`config.mk`:
```
export PLATFORM = sky130hd
export DESIGN_NAME = instr_decode_stage
export DESIGN_NICKNAME = d
export VERILOG_FILES = /design/src/rtl/decode_pkg.sv /design/src/rtl/decode_skid_buf.sv /design/src/rtl/instr_decode_stage.sv
export SDC_FILE = /design/constraint.sdc
export NUM_CORES = 1
export LEC_CHECK = 0
export ABC_CLOCK_PERIOD_IN_PS = 6830
export CAP_MARGIN = 15
export CORE_ASPECT_RATIO = 1.25
export CORE_UTILIZATION = 54
export CTS_CLUSTER_DIAMETER = 30
export DETAILED_ROUTE_END_ITERATION = 8
export PLACE_DENSITY = 0.89
export RECOVER_POWER = 25
export SKIP_CTS_REPAIR_TIMING = 1
export SYNTH_ARGS = -nofsm -noshare
export SYNTH_HDL_FRONTEND = slang
export SYNTH_SLANG_ARGS = --single-unit
```
`constraint.sdc`:
```
create_clock -name clk -period 6.83 [get_ports clk]
set_input_delay 0.683 -clock clk [delete_from_list [all_inputs] [get_ports clk]]
set_output_delay 0.683 -clock clk [all_outputs]
set_load 0.02 [all_outputs]
```
`src/rtl/decode_pkg.sv`:
```
// decode_pkg: opcode map, class and FIFO-state enums, and instruction field positions
package decode_pkg;
  localparam logic [5:0] OP_R0   = 6'b000000;
  localparam logic [5:0] OP_R1   = 6'b001000;
  localparam logic [5:0] OP_BR0  = 6'b000001;
  localparam logic [5:0] OP_BR1  = 6'b001001;
  localparam logic [5:0] OP_LW   = 6'b000010;
  localparam logic [5:0] OP_SW   = 6'b000011;
  localparam logic [5:0] OP_J    = 6'b000100;
  localparam logic [5:0] OP_SLTI = 6'b000110;
  localparam logic [5:0] OP_ORI  = 6'b000111;
  localparam logic [5:0] OP_ADDI = 6'b001010;
  localparam logic [5:0] OP_LUI  = 6'b101010;
  localparam int OP_HI = 31, OP_LO = 26;
  localparam int RS_HI = 25, RS_LO = 21;
  localparam int RT_HI = 20, RT_LO = 16;
  localparam int RD_HI = 15, RD_LO = 11;
  localparam int SH_HI = 10, SH_LO = 6;
  localparam int FT_HI = 5, FT_LO = 0;
  localparam int ALU_HI = 3, ALU_LO = 2;
  localparam int IMM_HI = 15, IMM_LO = 0;
  localparam int JT_HI = 25, JT_LO = 0;
  typedef enum logic [2:0] {CLS_R, CLS_BR, CLS_LW, CLS_SW, CLS_J, CLS_LUI, CLS_IMM, CLS_ILL} cls_t;
  typedef enum logic [1:0] {EMPTY, ONE, FULL} fifo_state_t;
  function automatic cls_t opcode_cls(input logic [5:0] o);
    return (o == OP_R0 || o == OP_R1) ? CLS_R :
           (o == OP_BR0 || o == OP_BR1) ? CLS_BR :
           (o == OP_LW) ? CLS_LW :
           (o == OP_SW) ? CLS_SW :
           (o == OP_J) ? CLS_J :
           (o == OP_SLTI || o == OP_ORI || o == OP_ADDI) ? CLS_IMM :
           (o == OP_LUI) ? CLS_LUI : CLS_ILL;
  endfunction
endpackage

```
`src/rtl/decode_skid_buf.sv`:
```
// decode_skid_buf: 2-entry FIFO holding decoded entries between decode and the consumer
// Ports: clk, rst (async, active-high), flush (sync discard), in_valid/in_ready/in_data upstream,
// out_valid/out_ready/out_data downstream; out_data is 0 while empty.
module decode_skid_buf import decode_pkg::*; #(
  parameter int W = 8
) (
  input  logic         clk,
  input  logic         rst,
  input  logic         flush,
  input  logic         in_valid,
  output logic         in_ready,
  input  logic [W-1:0] in_data,
  output logic         out_valid,
  input  logic         out_ready,
  output logic [W-1:0] out_data
);
  fifo_state_t state, state_n;
  logic wr_ptr, rd_ptr;
  logic [W-1:0] mem [2];
  logic push, pop;
  assign in_ready  = state != FULL;
  assign out_valid = state != EMPTY;
  assign push      = in_valid & in_ready;
  assign pop       = out_valid & out_ready;
  assign out_data  = out_valid ? mem[rd_ptr] : '0;
  always_comb begin
    state_n = state;
    case (state)
      EMPTY:   state_n = push ? ONE : EMPTY;
      ONE:     state_n = (push & !pop) ? FULL : (pop & !push) ? EMPTY : ONE;
      FULL:    state_n = pop ? ONE : FULL;
      default: state_n = EMPTY;
    endcase
  end
  always_ff @(posedge clk or posedge rst)
    if (rst) begin
      state  <= EMPTY;
      wr_ptr <= 1'b0;
      rd_ptr <= 1'b0;
    end else if (flush) begin
      state  <= EMPTY;
      wr_ptr <= 1'b0;
      rd_ptr <= 1'b0;
    end else begin
      state  <= state_n;
      wr_ptr <= wr_ptr ^ push;
      rd_ptr <= rd_ptr ^ pop;
    end
  // A word written during a flush is harmless: the pointers return to 0 and the slot is never read.
  always_ff @(posedge clk)
    if (push) mem[wr_ptr] <= in_data;
endmodule

```
`src/rtl/instr_decode_stage.sv`:
```
// instr_decode_stage: combinational instruction decode registered into a 2-entry output FIFO
// Ports: clk, rst (async, active-high), flush; in_valid/in_ready/in_instr/in_pc upstream;
// out_valid/out_ready downstream with decoded fields op, rs, rt, rd, shamt, ftn, aluop,
// imm_ext, jump_addr, lui_val, cls, reg_we, mem_re, mem_we, illegal (all 0 while empty).
// Macro DECODE_ILLEGAL_TRAP_EN: flag unknown opcodes as cls=ILL/illegal=1; otherwise they decode as a NOP.
module instr_decode_stage import decode_pkg::*; #(
  parameter int XLEN         = 32,
  parameter int SIGN_EXT_IMM = 1
) (
  input  logic            clk,
  input  logic            rst,
  input  logic            flush,
  input  logic            in_valid,
  output logic            in_ready,
  input  logic [31:0]     in_instr,
  input  logic [XLEN-1:0] in_pc,
  output logic            out_valid,
  input  logic            out_ready,
  output logic [5:0]      op,
  output logic [4:0]      rs,
  output logic [4:0]      rt,
  output logic [4:0]      rd,
  output logic [4:0]      shamt,
  output logic [5:0]      ftn,
  output logic [1:0]      aluop,
  output logic [XLEN-1:0] imm_ext,
  output logic [XLEN-1:0] jump_addr,
  output logic [XLEN-1:0] lui_val,
  output logic [2:0]      cls,
  output logic            reg_we,
  output logic            mem_re,
  output logic            mem_we,
  output logic            illegal
);
  typedef struct packed {
    logic [5:0]      op;
    logic [4:0]      rs;
    logic [4:0]      rt;
    logic [4:0]      rd;
    logic [4:0]      shamt;
    logic [5:0]      ftn;
    logic [1:0]      aluop;
    logic [XLEN-1:0] imm_ext;
    logic [XLEN-1:0] jump_addr;
    logic [XLEN-1:0] lui_val;
    cls_t            cls;
    logic            reg_we;
    logic            mem_re;
    logic            mem_we;
    logic            illegal;
  } dec_t;
  dec_t d, q;
  logic [5:0] opc;
  logic [15:0] imm;
  cls_t c;
  logic is_r, is_br, is_lw, is_sw, is_j, is_lui, is_imm, is_ill;
  logic use_rs, use_imm, zext;
  logic unused_pc;
  assign opc       = in_instr[OP_HI:OP_LO];
  assign imm       = in_instr[IMM_HI:IMM_LO];
  assign c         = opcode_cls(opc);
  assign is_r      = c == CLS_R;
  assign is_br     = c == CLS_BR;
  assign is_lw     = c == CLS_LW;
  assign is_sw     = c == CLS_SW;
  assign is_j      = c == CLS_J;
  assign is_lui    = c == CLS_LUI;
  assign is_imm    = c == CLS_IMM;
  assign is_ill    = c == CLS_ILL;
  assign use_rs    = is_r | is_br | is_lw | is_sw | is_imm;
  assign use_imm   = is_br | is_lw | is_sw | is_imm;
  assign zext      = (SIGN_EXT_IMM == 0) || (opc == OP_ORI);
  assign unused_pc = ^in_pc[27:0];
  // Unknown opcodes fall through every class predicate, so all fields and enables are already 0.
  always_comb begin
    d           = '0;
    d.rs        = use_rs ? in_instr[RS_HI:RS_LO] : '0;
    d.rt        = (use_rs | is_lui) ? in_instr[RT_HI:RT_LO] : '0;
    d.rd        = is_r ? in_instr[RD_HI:RD_LO] : '0;
    d.shamt     = is_r ? in_instr[SH_HI:SH_LO] : '0;
    d.ftn       = is_r ? in_instr[FT_HI:FT_LO] : '0;
    d.aluop     = is_r ? in_instr[ALU_HI:ALU_LO] : '0;
    d.imm_ext   = !use_imm ? '0 : zext ? XLEN'(imm) : XLEN'($signed(imm));
    d.jump_addr = is_j ? {in_pc[XLEN-1:28], in_instr[JT_HI:JT_LO], 2'b00} : '0;
    d.lui_val   = is_lui ? XLEN'($signed({imm, 16'b0})) : '0;
    d.reg_we    = is_r | is_lw | is_imm | is_lui;
    d.mem_re    = is_lw;
    d.mem_we    = is_sw;
`ifdef DECODE_ILLEGAL_TRAP_EN
    d.op        = opc;
    d.cls       = c;
    d.illegal   = is_ill;
`else
    d.op        = is_ill ? '0 : opc;
    d.cls       = is_ill ? CLS_R : c;
    d.illegal   = 1'b0;
`endif
  end
  decode_skid_buf #(.W($bits(dec_t))) u_buf (
    .clk      (clk),
    .rst      (rst),
    .flush    (flush),
    .in_valid (in_valid),
    .in_ready (in_ready),
    .in_data  (d),
    .out_valid(out_valid),
    .out_ready(out_ready),
    .out_data (q)
  );
  assign op        = q.op;
  assign rs        = q.rs;
  assign rt        = q.rt;
  assign rd        = q.rd;
  assign shamt     = q.shamt;
  assign ftn       = q.ftn;
  assign aluop     = q.aluop;
  assign imm_ext   = q.imm_ext;
  assign jump_addr = q.jump_addr;
  assign lui_val   = q.lui_val;
  assign cls       = q.cls;
  assign reg_we    = q.reg_we;
  assign mem_re    = q.mem_re;
  assign mem_we    = q.mem_we;
  assign illegal   = q.illegal;
endmodule

```
==> impl_metrics.py, run 1 <==
metrics = {
    "drt": {
        "viasPerCell": 5.28,
        "num_vias": 5500,
        "drt-wirelength-per-cell_um": 18.0,
        "drtIter0Drc": 290,
        "dr.pass1.iters": 6,
        "wl_um": 18800,
        "wl_met1_um": 7160,
        "wl_met3_um": 1030,
        "drc_errors": 0,
        "met2_length_um": 10000,
        "topRoutingLayerUsed": "met4",
        "detail-route-antenna-nets": 0,
    },
    "run_status": {
        "outcome": "finished with violations",
        "violations": "capacitance limit, slew limit",
    },
    "sta": {
        "setup_viol": 0,
        "period_share": 0.615,
        "fin_crit_ns": 4.20,
        "rsz0062_at_grt": "no",
        "slew_headroom": -0.532,
        "drv_slew": 128,
        "tns_ns": 0,
        "fmax_ghz": 0.238,
        "hold_viol_final": 0,
        "finClkSkew_ns": 0.0138,
        "worst_pin_slew_ns": 2.30,
    },
    "clock_tree": {
        "numCtsBuffers": 34,
        "clock_path_buffers": 3,
        "cts.clk_slew.worst_paths_ns": 0.05,
        "htreeDepth": 2,
        "clock-sinks": 206,
        "cts-root-buf": "clkbuf_16",
        "cts_tree": "yes",
        "clk_latency_ns": 0.48,
    },
    "finish": {
        "design_area_um2": 11800,
        "final_cells": 1042,
        "layout-drive-gt1-share": 0.123,
        "area_growth_syn_to_layout_pct": 30.2,
        "multiInputGateArea_um2": 2500,
        "antenna_cells": 0,
        "fill_cells": 1041,
        "final_common_cell": "edfxtp_1",
        "mostFrequentLayoutCells": "202 x edfxtp_1, 156 x clkdlybuf4s50_1, 125 x nor2_1, 102 x mux2i_1",
        "nets": 872,
        "seq_area_um2": 6170,
    },
    "setup_path": {
        "critPathArrivalTime_ns": 3.52,
        "cp_max_fo": 47,
        "cp.required_ns": 6.15,
        "worstPathCellList": "buf_4 -> buf_4 -> mux2i_1 -> nor2_1 -> clkdlybuf4s50_1",
        "cp-start-kind": "register",
        "path_buf_inv": 3,
        "path_delay_family": "buffers and inverters",
        "crit_top_cell": "buf_4",
        "cp-end-kind": "output port",
        "path_class": "register to output port",
        "crit_path_top_delay_cell": "buf_4",
        "slowest_delay_ns": 0.74,
    },
    "global_route": {
        "grt_pass1_wl_um": 29600,
        "grt_max_degree": 63,
        "overflow": 0,
        "grt_pass1_vias": 5784,
        "antenna_found_initial": 0,
        "grt.total_usage": 0.220,
    },
    "yosys": {
        "synth_edf_count": 202,
        "avgSynthCellArea_um2": 14.0,
        "synth-xor-area-share": 0.00193,
        "synth_mux_area_frac": 0.113,
        "ys_types": 45,
        "postSynthCellCount": 650,
        "synth_compound_area_frac": 0.0119,
        "synth_top_family_by_area": "simple AND/OR/NAND/NOR gates",
        "yosys_warnings": 0,
        "synth_area_um2": 9070,
        "async_flop_share": 0.0194,
        "synth_adder_area_share": 0.00414,
        "synth-simple-area-share": 0.139,
        "ys_ff_latch": 206,
        "yosysSeqAreaShare": 0.679,
        "synth_flop_cell": "edfxtp_1",
    },
    "floorplan": {
        "rows": 52,
        "die_h_um": 147,
        "io_pins": 208,
        "start_util": 0.556,
        "core_um2": 16300,
        "die_w_um": 118,
        "die_area_um2": 17300,
    },
    "run": {
        "maxCapViolCount": 4,
    },
    "power": {
        "p_per_area_nw_per_um2": 318,
        "power_w": 0.00376,
        "power_leakage_nw": 4.04,
        "ir_drop_mv": 0.207,
    },
    "placement": {
        "placed_area_um2": 10700,
        "portBuffers": 160,
        "routabilityCongestion": 0.751,
        "place_inst": 980,
        "hpwlAfterDp_um": 11700,
    },
    "hold_path": {
        "worstHoldPathType": "input port to async pin",
    },
}
cell families (layout without fill, tap and decap cells):
| kind of cell | count (synthesis) | in the layout |
|---|---|---|
| mux | 102 | 102 |
| flops | 206 | 206 |
| fa+ha+maj | 3 | 3 |
| xor+xnor | 2 | 2 |
| buf+inv | 77 | 233 |
| compound gates | 15 | 15 |
| simple gates | 244 | 244 |
| other cells | 1 | 21 |
layout make-up:
| type | count | share of cell area |
|---|---|---|
| Timing Repair Buffer | 167 | 0.140 |
| Inverter | 4 | 0.00127 |
| Multi-Input combinational cell | 387 | 0.212 |
| Tap cell | 216 | 0.0229 |
| Clock buffer | 39 | 0.0790 |
| Clock inverter | 23 | 0.0225 |
| Sequential cell | 206 | 0.522 |
Yosys cell counts (2+ instances only):
library cell | number | share of area
clkbuf_2 | 4 | 0.0022
ha_1 | 3 | 0.0041
nor2b_1 | 2 | 0.0014
nor3_1 | 2 | 0.0011
or2_2 | 2 | 0.0014
buf_1 | 5 | 0.0021
edfxtp_1 | 202 | 0.67
buf_2 | 18 | 0.0099
mux2i_1 | 102 | 0.11
and2_1 | 39 | 0.027
nor3b_1 | 7 | 0.0058
o21ai_0 | 3 | 0.0017
nor2_1 | 125 | 0.052
inv_1 | 4 | 0.0017
and3_1 | 2 | 0.0014
clkbuf_1 | 8 | 0.0033
buf_4 | 37 | 0.031
dfrtp_1 | 4 | 0.011
and4b_1 | 2 | 0.0022
xor2_1 | 2 | 0.0019
nand2b_1 | 2 | 0.0014
and2_2 | 29 | 0.024
a21oi_1 | 4 | 0.0022
nand2_1 | 21 | 0.0087
flip-flops by register name, indices dropped and copies added, names as in the netlist:
signal / flops
u_buf.wr_ptr: 1
u_buf.rd_ptr: 1
u_buf.state: 2
u_buf.mem: 202
through the flow:
stage,util,hold WS (ns),setup slack (ns)
final,0.723,0.522,2.63
after global placement,0.653,0.632,3.11
after CTS,0.726,0.367,2.55
after detailed placement,0.653,0.695,3.09
after floorplan,-,0.449,3.12
after global routing,0.723,0.528,2.42
worst paths after layout:
check | slack [ns] | endpoint | cells past startpoint | from
max | 2.63 | jump_addr[3] | 5 | u_buf.rd_ptr$_DFF_PP0_
min | 0.52 | u_buf.state[0]$_DFF_PP0_ | 2 | rst
max reg2reg | 2.94 | u_buf.mem[1][84]$_DFFE_PP_ | 4 | u_buf.state[0]$_DFF_PP0_
min reg2reg | 0.68 | u_buf.wr_ptr$_DFF_PP0_ | 3 | u_buf.wr_ptr$_DFF_PP0_
max in group asynchronous | 6.12 | u_buf.rd_ptr$_DFF_PP0_ | 2 | rst
min in group clk | 0.68 | u_buf.wr_ptr$_DFF_PP0_ | 3 | u_buf.wr_ptr$_DFF_PP0_
per-layer routing:
layer / global-route usage / vias up
met5: 0 / -
met2: 0.395 / 214
met1: 0.255 / 2683
li1: - / 2556
met3: 0.0427 / 47
met4: 0.0962 / 0
power breakdown:
part	leakage, nW	total (W)	internal, W	switching (W)
Combinational	1.55	0.000488	0.000201	0.000287
Clock	0.577	0.00175	0.00115	0.000603
Sequential	1.91	0.00152	0.00149	0.0000302
Total	4.04	0.00376	0.00284	0.000920
No activity file was read; power rests on OpenSTA's default activity.
==> run 2: changes to the inputs <==
ABC_CLOCK_PERIOD_IN_PS = 4400   (was 6830)
CORE_UTILIZATION = 50   (was 54)
PLACE_DENSITY = 0.84   (was 0.89)
clock period = 4.4 ns   (was 6.83 ns; I/O delays follow)
==> impl_metrics.py, run 2 (synthesis gave the netlist of run 1 again) <==
metrics = {
    "finish": {
        "postLayoutCoreUtil": 0.666,
        "design_area_um2": 11800,
        "mostFrequentLayoutCells": "202 x edfxtp_1, 156 x clkdlybuf4s50_1, 125 x nor2_1, 102 x mux2i_1, 38 x and2_1",
        "layout-drive-gt1-share": 0.123,
        "nets": 871,
        "final_common_cell": "edfxtp_1",
        "largestRegisters": "u_buf.mem x202, u_buf.state x2",
        "antenna_cells": 0,
        "largest_register_ffs": 202,
        "largest-register": "u_buf.mem",
        "area_growth_syn_to_layout_pct": 29.5,
    },
    "sta": {
        "finClkSkew_ns": 0.00685,
        "slew_headroom": -0.624,
        "worst_pin_slew_ns": 2.44,
        "rsz0062_at_grt": "no",
        "drv_slew": 100,
        "fin_crit_ns": 3.43,
        "setup_viol": 0,
        "period_share": 0.779,
        "hold_viol_final": 0,
        "fmax_ghz": 0.292,
        "tns_ns": 0,
    },
    "clock_tree": {
        "cts-root-buf": "clkbuf_16",
        "clk_latency_ns": 0.53,
        "cts_tree": "yes",
        "clock-sinks": 206,
        "numCtsBuffers": 31,
        "cts.clk_slew.worst_paths_ns": 0.05,
        "htreeDepth": 1,
        "clock_path_buffers": 3,
    },
    "power": {
        "ir_drop_mv": 0.360,
        "power_leakage_nw": 4.00,
        "p_per_area_nw_per_um2": 472,
        "power_w": 0.00554,
    },
    "drt": {
        "wl_um": 18100,
        "num_vias": 5399,
        "drt-wirelength-per-cell_um": 17.3,
        "viasPerCell": 5.15,
        "drtIter0Drc": 202,
        "dr.pass1.iters": 4,
        "detail-route-antenna-nets": 0,
        "drc_errors": 0,
    },
    "floorplan": {
        "start_util": 0.515,
        "rows": 54,
        "die_area_um2": 18700,
        "die_w_um": 123,
        "io_pins": 208,
        "die_h_um": 153,
        "core_um2": 17600,
    },
    "setup_path": {
        "cp.required_ns": 4.60,
        "critPathArrivalTime_ns": 3.63,
        "cp_max_fo": 52,
        "cp-start-kind": "register",
        "cp-end-kind": "register",
        "path_class": "register to register",
    },
    "global_route": {
        "grt_pass1_vias": 5597,
        "grt_pass1_wl_um": 28200,
        "antenna_found_initial": 0,
        "grt.total_usage": 0.196,
        "grt_max_degree": 102,
        "overflow": 0,
    },
    "placement": {
        "hpwlAfterDp_um": 11400,
        "routabilityCongestion": 0.721,
        "placed_area_um2": 10700,
        "portBuffers": 160,
    },
    "hold_path": {
        "worstHoldPathType": "input port to async pin",
    },
    "run_status": {
        "violations": "capacitance limit, slew limit",
        "outcome": "finished with violations",
    },
    "run": {
        "maxCapViolCount": 2,
    },
}
run 2: cell types whose count changed in the layout (fill, tap and decap cells not counted), moves of 2 or more:
cell        change
clkbuf_16       -6
buf_4           -3
clkinv_4        +3
clkinvlp_4      -2
buf_12          +4
run 2: final cells by class:
type / instances / area [µm²]
Sequential cell: 206 / 6170
Clock inverter: 25 / 267
Clock buffer: 33 / 783
Tap cell: 224 / 280
Timing Repair Buffer: 169 / 1720
Multi-Input combinational cell: 387 / 2520
Fill cell: 1267 / 5880
Inverter: 4 / 15.0
run 2: power by group:
| group | internal, W | total, W | switching (W) |
|---|---|---|---|
| logic | 0.000323 | 0.000778 | 0.000454 |
| clock network | 0.00150 | 0.00242 | 0.000918 |
| registers | 0.00231 | 0.00235 | 0.0000369 |
| total | 0.00413 | 0.00554 | 0.00141 |
run 2: path summary, 6_finish.rpt:
kind	start	end	slack [ns]	depth (start not counted)
setup / recovery	u_buf.state[0]$_DFF_PP0_	u_buf.mem[1][58]$_DFFE_PP_	0.97	4
hold / removal	rst	u_buf.state[0]$_DFF_PP0_	0.25	2
setup reg to reg	u_buf.state[0]$_DFF_PP0_	u_buf.mem[1][58]$_DFFE_PP_	0.97	4
hold reg to reg	u_buf.wr_ptr$_DFF_PP0_	u_buf.wr_ptr$_DFF_PP0_	0.64	3
max in group asynchronous	rst	u_buf.rd_ptr$_DFF_PP0_	3.98	2
min in group clk	flush	u_buf.rd_ptr$_DFF_PP0_	0.54	2
run 2: through the flow:
stage,instances,hold slack (ns),worst slack (ns)
2_1_floorplan,670,0.206,0.705
3_3_place_gp,990,0.627,1.31
3_5_place_dp,990,0.656,1.32
4_1_cts,1048,0.109,1.21
5_1_grt,1048,0.264,0.702
6_report,1048,0.250,0.972
run 2: worst max-delay path, stage by stage (launching register included):
cell and delay (ns):
dfrtp_1 0.42, nand2b_1 0.17, and2_0 0.23, ha_1 1.84, buf_12 0.37
run 2: routing by layer:
metal,track usage,vias to the layer above,share of wire
met3,0.0307,39,0.046
met5,0,-,0
met2,0.369,165,0.54
li1,-,2557,-
met4,0.0784,0,0.028
met1,0.215,2638,0.38
